[config.mk]
export PLATFORM = sky130hd
export DESIGN_NAME = sprite_layer_mapper
export DESIGN_NICKNAME = d
export VERILOG_FILES = /design/src/rtl/sprite_layer_mapper.sv
export SDC_FILE = /design/constraint.sdc
export NUM_CORES = 1
export LEC_CHECK = 0
export CAP_MARGIN = 5
export CORE_AREA = 5 5 168 170
export DETAILED_ROUTE_END_ITERATION = 8
export DIE_AREA = 0 0 173 175
export PLACE_DENSITY = 0.73
export SLEW_MARGIN = 15
export SYNTH_ARGS = -nofsm -noshare
export SYNTH_HDL_FRONTEND = slang
export SYNTH_SLANG_ARGS = --single-unit
[constraint.sdc]
create_clock -name clk -period 9.06 [get_ports clk]
set_input_delay 0.906 -clock clk [delete_from_list [all_inputs] [get_ports clk]]
set_output_delay 0.906 -clock clk [all_outputs]
set_load 0.01 [all_outputs]
[src/rtl/sprite_layer_mapper.sv]
// sprite_layer_mapper: 2-stage pipelined sprite ROM address generator with per-channel double-buffered config
// Ports: clk, rst (sync, active-high); frame_start copies pending config to active;
// cfg_we/cfg_sel/cfg_* write one channel's pending config; in_valid/hdata/vdata pixel in;
// out_valid/out_hit/out_id/out_addr registered result, 2 cycles after the pixel.
module sprite_layer_mapper #(
    parameter int HWIDTH = 10,
    parameter int VWIDTH = 10,
    parameter int AWIDTH = 10,
    parameter int NSPR = 4,
    parameter int HSIZE = 32,
    parameter int VSIZE = 32,
    parameter int SWIDTH = 2,
    localparam int IW = NSPR > 1 ? $clog2(NSPR) : 1
) (
    input  logic              clk,
    input  logic              rst,
    input  logic              frame_start,
    input  logic              cfg_we,
    input  logic [IW-1:0]     cfg_sel,
    input  logic              cfg_en,
    input  logic [HWIDTH-1:0] cfg_hoff,
    input  logic [VWIDTH-1:0] cfg_voff,
    input  logic              cfg_hflip,
    input  logic              cfg_vflip,
    input  logic [SWIDTH-1:0] cfg_shift,
    input  logic              in_valid,
    input  logic [HWIDTH-1:0] hdata,
    input  logic [VWIDTH-1:0] vdata,
    output logic              out_valid,
    output logic              out_hit,
    output logic [IW-1:0]     out_id,
    output logic [AWIDTH-1:0] out_addr
);
    localparam int HB = $clog2(HSIZE);
    localparam int VB = $clog2(VSIZE);
    logic [NSPR-1:0]   pend_en, pend_hflip, pend_vflip, act_en, act_hflip, act_vflip;
    logic [HWIDTH-1:0] pend_hoff [NSPR];
    logic [HWIDTH-1:0] act_hoff [NSPR];
    logic [VWIDTH-1:0] pend_voff [NSPR];
    logic [VWIDTH-1:0] act_voff [NSPR];
    logic [SWIDTH-1:0] pend_shift [NSPR];
    logic [SWIDTH-1:0] act_shift [NSPR];
    logic [HWIDTH-1:0] lx [NSPR];
    logic [VWIDTH-1:0] ly [NSPR];
    logic [HB-1:0]     tx [NSPR];
    logic [VB-1:0]     ty [NSPR];
    logic [NSPR-1:0]   hit_d, hit1;
    logic [AWIDTH-1:0] addr_d [NSPR];
    logic [AWIDTH-1:0] addr1 [NSPR];
    logic              v1, win_hit;
    logic [IW-1:0]     win_id;
    logic [AWIDTH-1:0] win_addr;

    // Active bank takes the pre-write pending value when a write coincides with frame_start.
    always_ff @(posedge clk) begin
        if (rst) begin
            pend_en <= '0;
            pend_hflip <= '0;
            pend_vflip <= '0;
            pend_hoff <= '{default: '0};
            pend_voff <= '{default: '0};
            pend_shift <= '{default: '0};
            act_en <= '0;
            act_hflip <= '0;
            act_vflip <= '0;
            act_hoff <= '{default: '0};
            act_voff <= '{default: '0};
            act_shift <= '{default: '0};
        end else begin
            if (frame_start) begin
                act_en <= pend_en;
                act_hflip <= pend_hflip;
                act_vflip <= pend_vflip;
                act_hoff <= pend_hoff;
                act_voff <= pend_voff;
                act_shift <= pend_shift;
            end
            if (cfg_we && 32'(cfg_sel) < NSPR) begin
                pend_en[cfg_sel] <= cfg_en;
                pend_hflip[cfg_sel] <= cfg_hflip;
                pend_vflip[cfg_sel] <= cfg_vflip;
                pend_hoff[cfg_sel] <= cfg_hoff;
                pend_voff[cfg_sel] <= cfg_voff;
                pend_shift[cfg_sel] <= cfg_shift;
            end
        end
    end

    // Negative offsets wrap to large unsigned values, so one unsigned compare covers both edges.
    // With tx < HSIZE, HSIZE-1-tx is a bitwise inversion.
    always_comb begin
        for (int c = 0; c < NSPR; c++) begin
            lx[c] = hdata - act_hoff[c];
            ly[c] = vdata - act_voff[c];
            tx[c] = HB'(lx[c] >> act_shift[c]) ^ {HB{act_hflip[c]}};
            ty[c] = VB'(ly[c] >> act_shift[c]) ^ {VB{act_vflip[c]}};
            hit_d[c] = act_en[c] && ({1'b0, lx[c]} < ((HWIDTH+1)'(HSIZE) << act_shift[c]))
                                 && ({1'b0, ly[c]} < ((VWIDTH+1)'(VSIZE) << act_shift[c]));
            addr_d[c] = AWIDTH'({ty[c], tx[c]});
        end
    end

    always_comb begin
        win_hit = 1'b0;
        win_id = '0;
        win_addr = '0;
        for (int c = NSPR - 1; c >= 0; c--) begin
            if (hit1[c]) begin
                win_hit = 1'b1;
                win_id = IW'(c);
                win_addr = addr1[c];
            end
        end
    end

    always_ff @(posedge clk) begin
        if (rst) begin
            v1 <= 1'b0;
            hit1 <= '0;
            addr1 <= '{default: '0};
            out_valid <= 1'b0;
            out_hit <= 1'b0;
            out_id <= '0;
            out_addr <= '0;
        end else begin
            v1 <= in_valid;
            hit1 <= hit_d;
            addr1 <= addr_d;
            out_valid <= v1;
            out_hit <= win_hit;
            out_id <= win_id;
            out_addr <= win_addr;
        end
    end
endmodule
### Word-level counts from Yosys, hierarchy flattened

Index checks and enable logic that the tools add are counted.

* order comparisons: 12
* mux-type cells: 23
* reduce and logical (&&, ||, !) cells: 12
* shift-type cells: 12
* bitwise gates (word level): 9
* add/sub/neg operators: 8

Operators with widths (number)
* 10-bit by 11-bit < comparator with 1-bit output: 8
* 40-bit bitwise mux: 2
* 10-bit by 2-bit right shift with 5-bit output: 8
* 10-bit subtractor: 8
* 10-bit 2-to-1 mux: 5
* 6-bit by 2-bit << shifter with 11-bit output (first input constant): 4
* 5-bit XOR: 8
* 10-bit demux with 2-bit select: 1
* 4-bit bitwise mux: 3
* 1-bit logical AND: 10
* 8-bit bitwise mux: 1
* 1-bit 2-to-1 mux: 6
* 2-bit 2-to-1 mux: 3
* 2-bit demux with 2-bit select: 1
* 3-bit >= comparator (second input constant): 1
* 2-bit by 3-bit < comparator with 1-bit output (second input constant): 1
* 3-bit by 1-bit < comparator with 1-bit output (second input constant): 1
* 2-bit NOT with 3-bit output: 1
* 3-bit OR reduction: 1
* 1-bit demux with 2-bit select: 1
* 2-bit by 1-bit >= comparator with 1-bit output (second input constant): 1
* 2-bit OR reduction: 1

* output and inout bits: 14
* word-level logic and storage cells: 117
* input port bits: 52
* flip-flop bits (word level): 259

### Longest topological paths before layout

Gate-level depths: netlist of run 1.

* depth in word-level cells: 6
* gate-level depth with buffers: 15
* gate-level depth less buffers: 15

### Worst setup path before layout of run 1

OpenSTA, ideal clock, no wires.

* path type: input port to flip-flop
* start point: in hdata[0]
* end point: reg hit1[2]
* data required time: 8982 ps
* slack: 5409 ps
* path buffers: 0
* stages: 14
* arrival time: 3573 ps
* library setup time: 78 ps
* cell sequence: inv_1 ha_1 fa_1 nand2b_1 a21oi_1 o31a_1 o21a_1 nor2_1 xnor2_1 ha_1 or4b_2 a221oi_1 nand4_1 nor3_1

* longest elaborated chain between the ends: 4

Ends and longest elaborated chain
* start: declaration: RTL line 27 `input logic [HWIDTH-1:0] hdata,`
* 10-bit subtractor: RTL line 93 `lx[c] = hdata - act_hoff[c];`
* 10-bit by 11-bit < comparator with 1-bit output: RTL line 97 `hit_d[c] = act_en[c] && ({1'b0, lx[c]} < ((HWIDTH+1)'(HSIZE) << act_shift[c]))`
* 1-bit logical AND: RTL line 97
* 1-bit logical AND: RTL line 98 `&& ({1'b0, ly[c]} < ((VWIDTH+1)'(VSIZE) << act_shift[c]));`
* end signal: assignment: RTL line 127 `hit1 <= hit_d;`
* end: declaration: RTL line 47 `logic [NSPR-1:0] hit_d, hit1;`

Every way passes these cells.
A chain may end at the register's enable or synchronous reset.

### Worst setup path in the final report of run 1

* start point: in hdata[1]
* end point: reg hit1[3]

The elaborated chain is that of the path after synthesis.

==> results of run 1 <==
[worst register-to-register path: stages (launching register included)]
cell	delay [ps]
dfxtp_1	430
inv_1	90
ha_1	320
or2_2	320
o311ai_1	120
a21o_1	220
nand2b_1	80
a21oi_1	190
xnor2_1	90
ha_1	200
nor4b_1	240
o21ai_0	120
a2111oi_0	450
nand3_1	120
nor4_1	230
[metrics by stage]
stage	hold slack, ps	area, sq um	utilization (%)
after floorplan	413.8	14330	-
after CTS	442.5	16080	60.52
after global placement	419.0	15200	57.18
after global routing	468.4	16080	60.52
after detailed placement	428.6	15200	57.18
final	438.8	16080	60.52
[layer usage]
layer  wire, microns  up-vias
met5               0        -
met4            1010        0
met3            2691       66
met2           17450      367
met1           17570     5742
li1                -     5899
[worst min-delay path by stage]
stage                                           from                         end  slack [ps]
after floorplan                        v1$_SDFF_PP0_        out_valid$_SDFF_PP0_         410
after global placement                 v1$_SDFF_PP0_        out_valid$_SDFF_PP0_         420
after detailed placement               v1$_SDFF_PP0_        out_valid$_SDFF_PP0_         430
after CTS                              v1$_SDFF_PP0_        out_valid$_SDFF_PP0_         440
after global routing      pend_voff[27]$_SDFFE_PP0P_  pend_voff[27]$_SDFFE_PP0P_         470
final                                  v1$_SDFF_PP0_        out_valid$_SDFF_PP0_         440
[sequential cells by signal (all words and copies together), names as in the netlist, 8 cells and up]
name        cells
pend_voff      40
act_hoff       40
pend_shift      8
act_shift       8
act_voff       40
addr1          40
out_addr       10
pend_hoff      40
[logic make-up after synthesis]
| family | count (synthesis) | synth area share (%) |
|---|---|---|
| and+or+nand+nor | 566 | 17.69 |
| adders and majority gates | 112 | 10.20 |
| xor gates and xnor gates | 52 | 3.178 |
| muxes | 169 | 12.72 |
| AOI/OAI and AO/OA | 336 | 15.11 |
| buffers and inverters | 185 | 4.924 |
| DFF | 259 | 36.18 |
[power by group through the flow]
stage	Clock (uW)	Sequential [uW]	Combinational, uW
after CTS	1130	1200	422
after floorplan	0	1210	300
after detailed placement	0	1220	416
final	1120	1200	428
after global routing	1180	1200	468
after global placement	0	1220	409
[synth_stat cells, drive strengths merged (3+ instances only)]
library cell  count  share of area, %
a211oi            9              0.47
o211ai            8              0.45
mux4             10               1.6
nand3b            3              0.16
dfxtp           259                36
o21ai            27              0.94
nand2b           24               1.0
o2111ai           4              0.24
nor3             26              0.91
clkinv            5              0.13
ha              104               9.1
a21oi           161               5.6
nand3             8              0.28
or2              18              0.79
a2bb2oi           4              0.24
xor2             26               1.6
or4               8              0.42
and4              6              0.37
buf               7              0.25
o311ai            4              0.24
o31ai            13              0.72
nor2            180               4.7
fa                8               1.1
o32a              4              0.28
xnor2            26               1.6
a21o              7              0.37
mux2              5              0.39
inv             103               2.7
and3b             4              0.24
a31oi            10              0.44
nor2b            21              0.92
nand2           229               6.0
and2              6              0.28
a221oi           19               1.2
or3              10              0.44
o211a            13              0.91
clkbuf           70               1.8
a2111oi           6              0.38
nand4             4              0.17
o21a             31               1.6
mux2i           154                11
nor4             10              0.44
[layout make-up]
cell class	instances	area (sq um)
multi-input cells	1235	8448
repair buffers	76	732.0
flip-flops and latches	259	5185
clock inverters	5	103.9
fillers	2373	10490
clock buffers	42	782.0
inverters	108	405.4
well taps	341	426.7
==> results.toml, run 1 <==
[global_route]
antenna_found_initial = 0
met1_usage_pct = 34.74
use_met3_pct = 3.570
grtUsageTotal_pct = 24.68
grt_pass1_vias = 11582
grt_pass1_wl_mm = 61.02
grt_util_met2_pct = 39.72
top_usage_layer = "met2"
grt_start_max_net_pins = 110
gr-total-overflow = 0

[yosys]
synthArstFlopShare_pct = 0
synthDistinctLibCells = 71
ys_seq_area_share_pct = 36.18
synth.cell_area_sq_um = 14330
synth_seq_cells = 259
synth.avg_cell_area_sq_um = 8.536
syn-instance-count = 1679
synth_ff_type = "dfxtp_1"
ys_warn_count = 0
synth-edff-count = 0
syn_nets = 1843

[floorplan]
num_io_pins = 66
initial_utilization_pct = 53.93
die_x_microns = 173
coreArea_sq_um = 26580
fp-row-count = 60
dieHeight_microns = 175
die_area_sq_um = 30280

[timing]
hold_viol = 0
finClkSkew_ps = 8.784
post-route-min-period_ps = 4008
max_freq_ghz = 0.2495
tightest_slew_ps = 988.9
fin_ws_ps = 5052
setup_viol = 0
slew_violations = 0
slew-limit-headroom_pct = 34.07
rsz0062_at_grt = "no"
final.setup.tns_ps = 0
min_period_over_period_pct = 44.24

[worst_setup_path]
critPathMaxFanout = 5
cp.depth = 14
critical_path_buf_inv_count = 2
worstPathArrival_ps = 4440
rr_startpoint = "act_hoff[33]$_SDFFE_PP0P_"
reg2reg_to = "hit1[0]$_SDFF_PP0_"
cp-end-kind = "register"
slowest_delay_ps = 630
crit_family = "simple AND/OR/NAND/NOR gates"
endpoint = "hit1[3]$_SDFF_PP0_"
crit_path_top_delay_cell = "or4b_2"
rr_worst_depth = 14
reg2reg_slack_ps = 5750
startpoint_type = "input pin"
path_class = "in2reg"
cp_data_required_time_ps = 9490
crit_path_start = "hdata[1]"
cp_cell_sequence = "clkdlybuf4s50_1 > inv_1 > fa_1 > nand2b_1 > a21oi_1 > o31ai_1 > nand2b_1 > a21oi_1 > xnor2_1 > ha_1 > or4b_2 > a211oi_1 > nand4_1 > nor4_1"

[power]
clkPwrFrac_pct = 40.8
p_comb_share_pct = 15.6
power.density_nw_per_um2 = 170.6
p_leak_uw = 0.006527
ir_drop_uv = 108.5
p_int_uw = 2033
power.net_switching_uw = 710.8
swShare_pct = 25.91
total_power_uw = 2743
seq_power_share_pct = 43.6

[clocking]
insertion_delay_ps = 530
cts_tree = "yes"
cts_buffer_depth = 3
ctsHoldBuffers = 0
clock_sinks = 259
path_clk_slew_ps = 60
cts_buffers = 27
cts_resized = 0
htreeDepth = 1
postCtsSetupBuffers = 0
cts_root_buffer = "clkbuf_16"

[run_status]
status = "completed"

[final_layout]
area_growth_pct = 12.22
final_common_cell = "dfxtp_1"
antennaDiodeCount = 0
nets = 1871
drive_gt1_share_pct = 5.333
layout.cells.non_filler = 2066
final_cell_mix = "dfxtp_1 (259), nand2_1 (229), nor2_1 (179)"

[route]
drtIter0Drc = 971
vias = 12074
wl_mm = 38.72
drc_errors = 0
ant_nets = 0
drt_first_pass_iters = 5
routedWlPerCell_microns = 18.74
via_per_inst = 5.844

[placed_design]
placedCellCount = 2019
numPortBuffers = 65
dpl.hpwl_mm = 28.53
dp_slack_ps = 4560
place.gp.congestion = 0.9260

[job]
maxCapViolCount = 0

[min_path]
hp-class = "reg2reg"
hold_depth = 1
Power figures use the tool's default switching activity.
==> run 2: changes to the inputs <==
==> constraint.sdc (replaced) <==
create_clock -name clk -period 3.9 [get_ports clk]
set_input_delay 0.39 -clock clk [delete_from_list [all_inputs] [get_ports clk]]
set_output_delay 0.39 -clock clk [all_outputs]
set_load 0.01 [all_outputs]
==> run 2 against run 1 <==
Non-clock buffer count is 12 higher. Final cell count rose by 0.82%. Clock skew grew 1.8 ps. Sequential power up 130%. First-iteration DRC count is 0.31% lower. Combinational power rose by 130%. Count of clock-buffer cells in the layout shrank 5. Power up 140%.
==> results.toml, run 2 (synthesized netlist as in run 1, its figures left out) <==
[run_status]
status = "completed"

[clocking]
cts_resized = 0
cts_buffers = 28
clock_sinks = 259
htreeDepth = 1
insertion_delay_ps = 550
cts_buffer_depth = 3
cts_tree = "yes"
ctsHoldBuffers = 0
cts_root_buffer = "clkbuf_16"
path_clk_slew_ps = 60
postCtsSetupBuffers = 0

[timing]
finClkSkew_ps = 10.60
hold_viol = 0
min_period_over_period_pct = 88.33
max_freq_ghz = 0.2903
post-route-min-period_ps = 3445
final.setup.tns_ps = 0
setup_viol = 0
slew-limit-headroom_pct = 40.67
rsz0062_at_grt = "no"
tightest_slew_ps = 887.9
fin_ws_ps = 455.0
slew_violations = 0

[floorplan]
initial_utilization_pct = 53.93
dieHeight_microns = 175
die_area_sq_um = 30280
num_io_pins = 66
die_x_microns = 173
coreArea_sq_um = 26580
fp-row-count = 60

[placed_design]
dp_slack_ps = -17.72
placedCellCount = 2031
dpl.hpwl_mm = 28.22
numPortBuffers = 65
place.gp.congestion = 0.9083

[power]
total_power_uw = 6700
ir_drop_uv = 343.1
p_leak_uw = 0.006677
power.density_nw_per_um2 = 409.8

[min_path]
hp-class = "in2reg"

[final_layout]
final_common_cell = "dfxtp_1"
final_util_pct = 61.51
nets = 1884
layout.cells.non_filler = 2083
final_cell_mix = "dfxtp_1 (259), nand2_1 (229), nor2_1 (179)"
drive_gt1_share_pct = 6.831
area_growth_pct = 14.06
antennaDiodeCount = 0

[route]
drtIter0Drc = 968
via_per_inst = 5.869
drt_first_pass_iters = 6
vias = 12225
ant_nets = 0
drc_errors = 0
wl_mm = 38.98
routedWlPerCell_microns = 18.71

[worst_setup_path]
startpoint_type = "input pin"
cp_data_required_time_ps = 4370
worstPathArrival_ps = 3910
critPathMaxFanout = 4
path_class = "in2reg"
cp-end-kind = "register"

[global_route]
gr-total-overflow = 0
grt_pass1_vias = 11554
grtUsageTotal_pct = 24.87
antenna_found_initial = 1
grt_start_max_net_pins = 110
grt_pass1_wl_mm = 61.48

[job]
maxCapViolCount = 0
## run 2: worst max-delay path, cell delays in order
cell and delay [ps]:
clkdlybuf4s50_1 460, inv_1 100, ha_1 260, fa_1 400, nand2b_1 170, a21oi_1 190, o31a_1 210, o21a_1 130
nor2_1 50, xnor2_1 130, ha_1 190, or4b_2 630, a221oi_1 250, nand4_1 140, nor3_1 200
## run 2: through the flow
step / hold slack (ps) / cell area [sq um]
6_report: 304.2 / 16350
5_1_grt: 381.2 / 16350
4_1_cts: 349.1 / 16350
3_5_place_dp: 446.8 / 15300
3_3_place_gp: 418.4 / 15300
2_1_floorplan: 413.8 / 14330
## run 2: per-layer routing
layer  global-route usage, %  share of wire (%)
met5                       0              0.033
met4                   7.715                2.8
met3                   3.656                6.5
met2                   40.10                 45
met1                   34.66                 46
## run 2: worst paths after layout
| kind | start | end | slack [ps] | cells past startpoint |
|---|---|---|---|---|
| worst max register to register | act_hoff[32]$_SDFFE_PP0P_ | hit1[0]$_SDFF_PP0_ | 590 | 14 |
| worst min-delay path | rst | addr1[20]$_SDFF_PP0_ | 300 | 2 |
| worst min register to register | pend_voff[31]$_SDFFE_PP0P_ | pend_voff[31]$_SDFFE_PP0P_ | 450 | 2 |
| worst max-delay path | hdata[0] | hit1[2]$_SDFF_PP0_ | 450 | 15 |
## run 2: layout make-up
type	count	area, sq um
clock buffers	37	835.8
flip-flops and latches	259	5185
repair buffers	88	834.6
multi-input cells	1235	8453
fillers	2323	10230
clock inverters	15	206.4
well taps	341	426.7
inverters	108	405.4
## run 2: power breakdown
group	switching [uW]	internal [uW]	total, uW
clock	1140	1780	2920
combinational	578	427	1000
sequential	40.6	2740	2780
total	1750	4950	6700
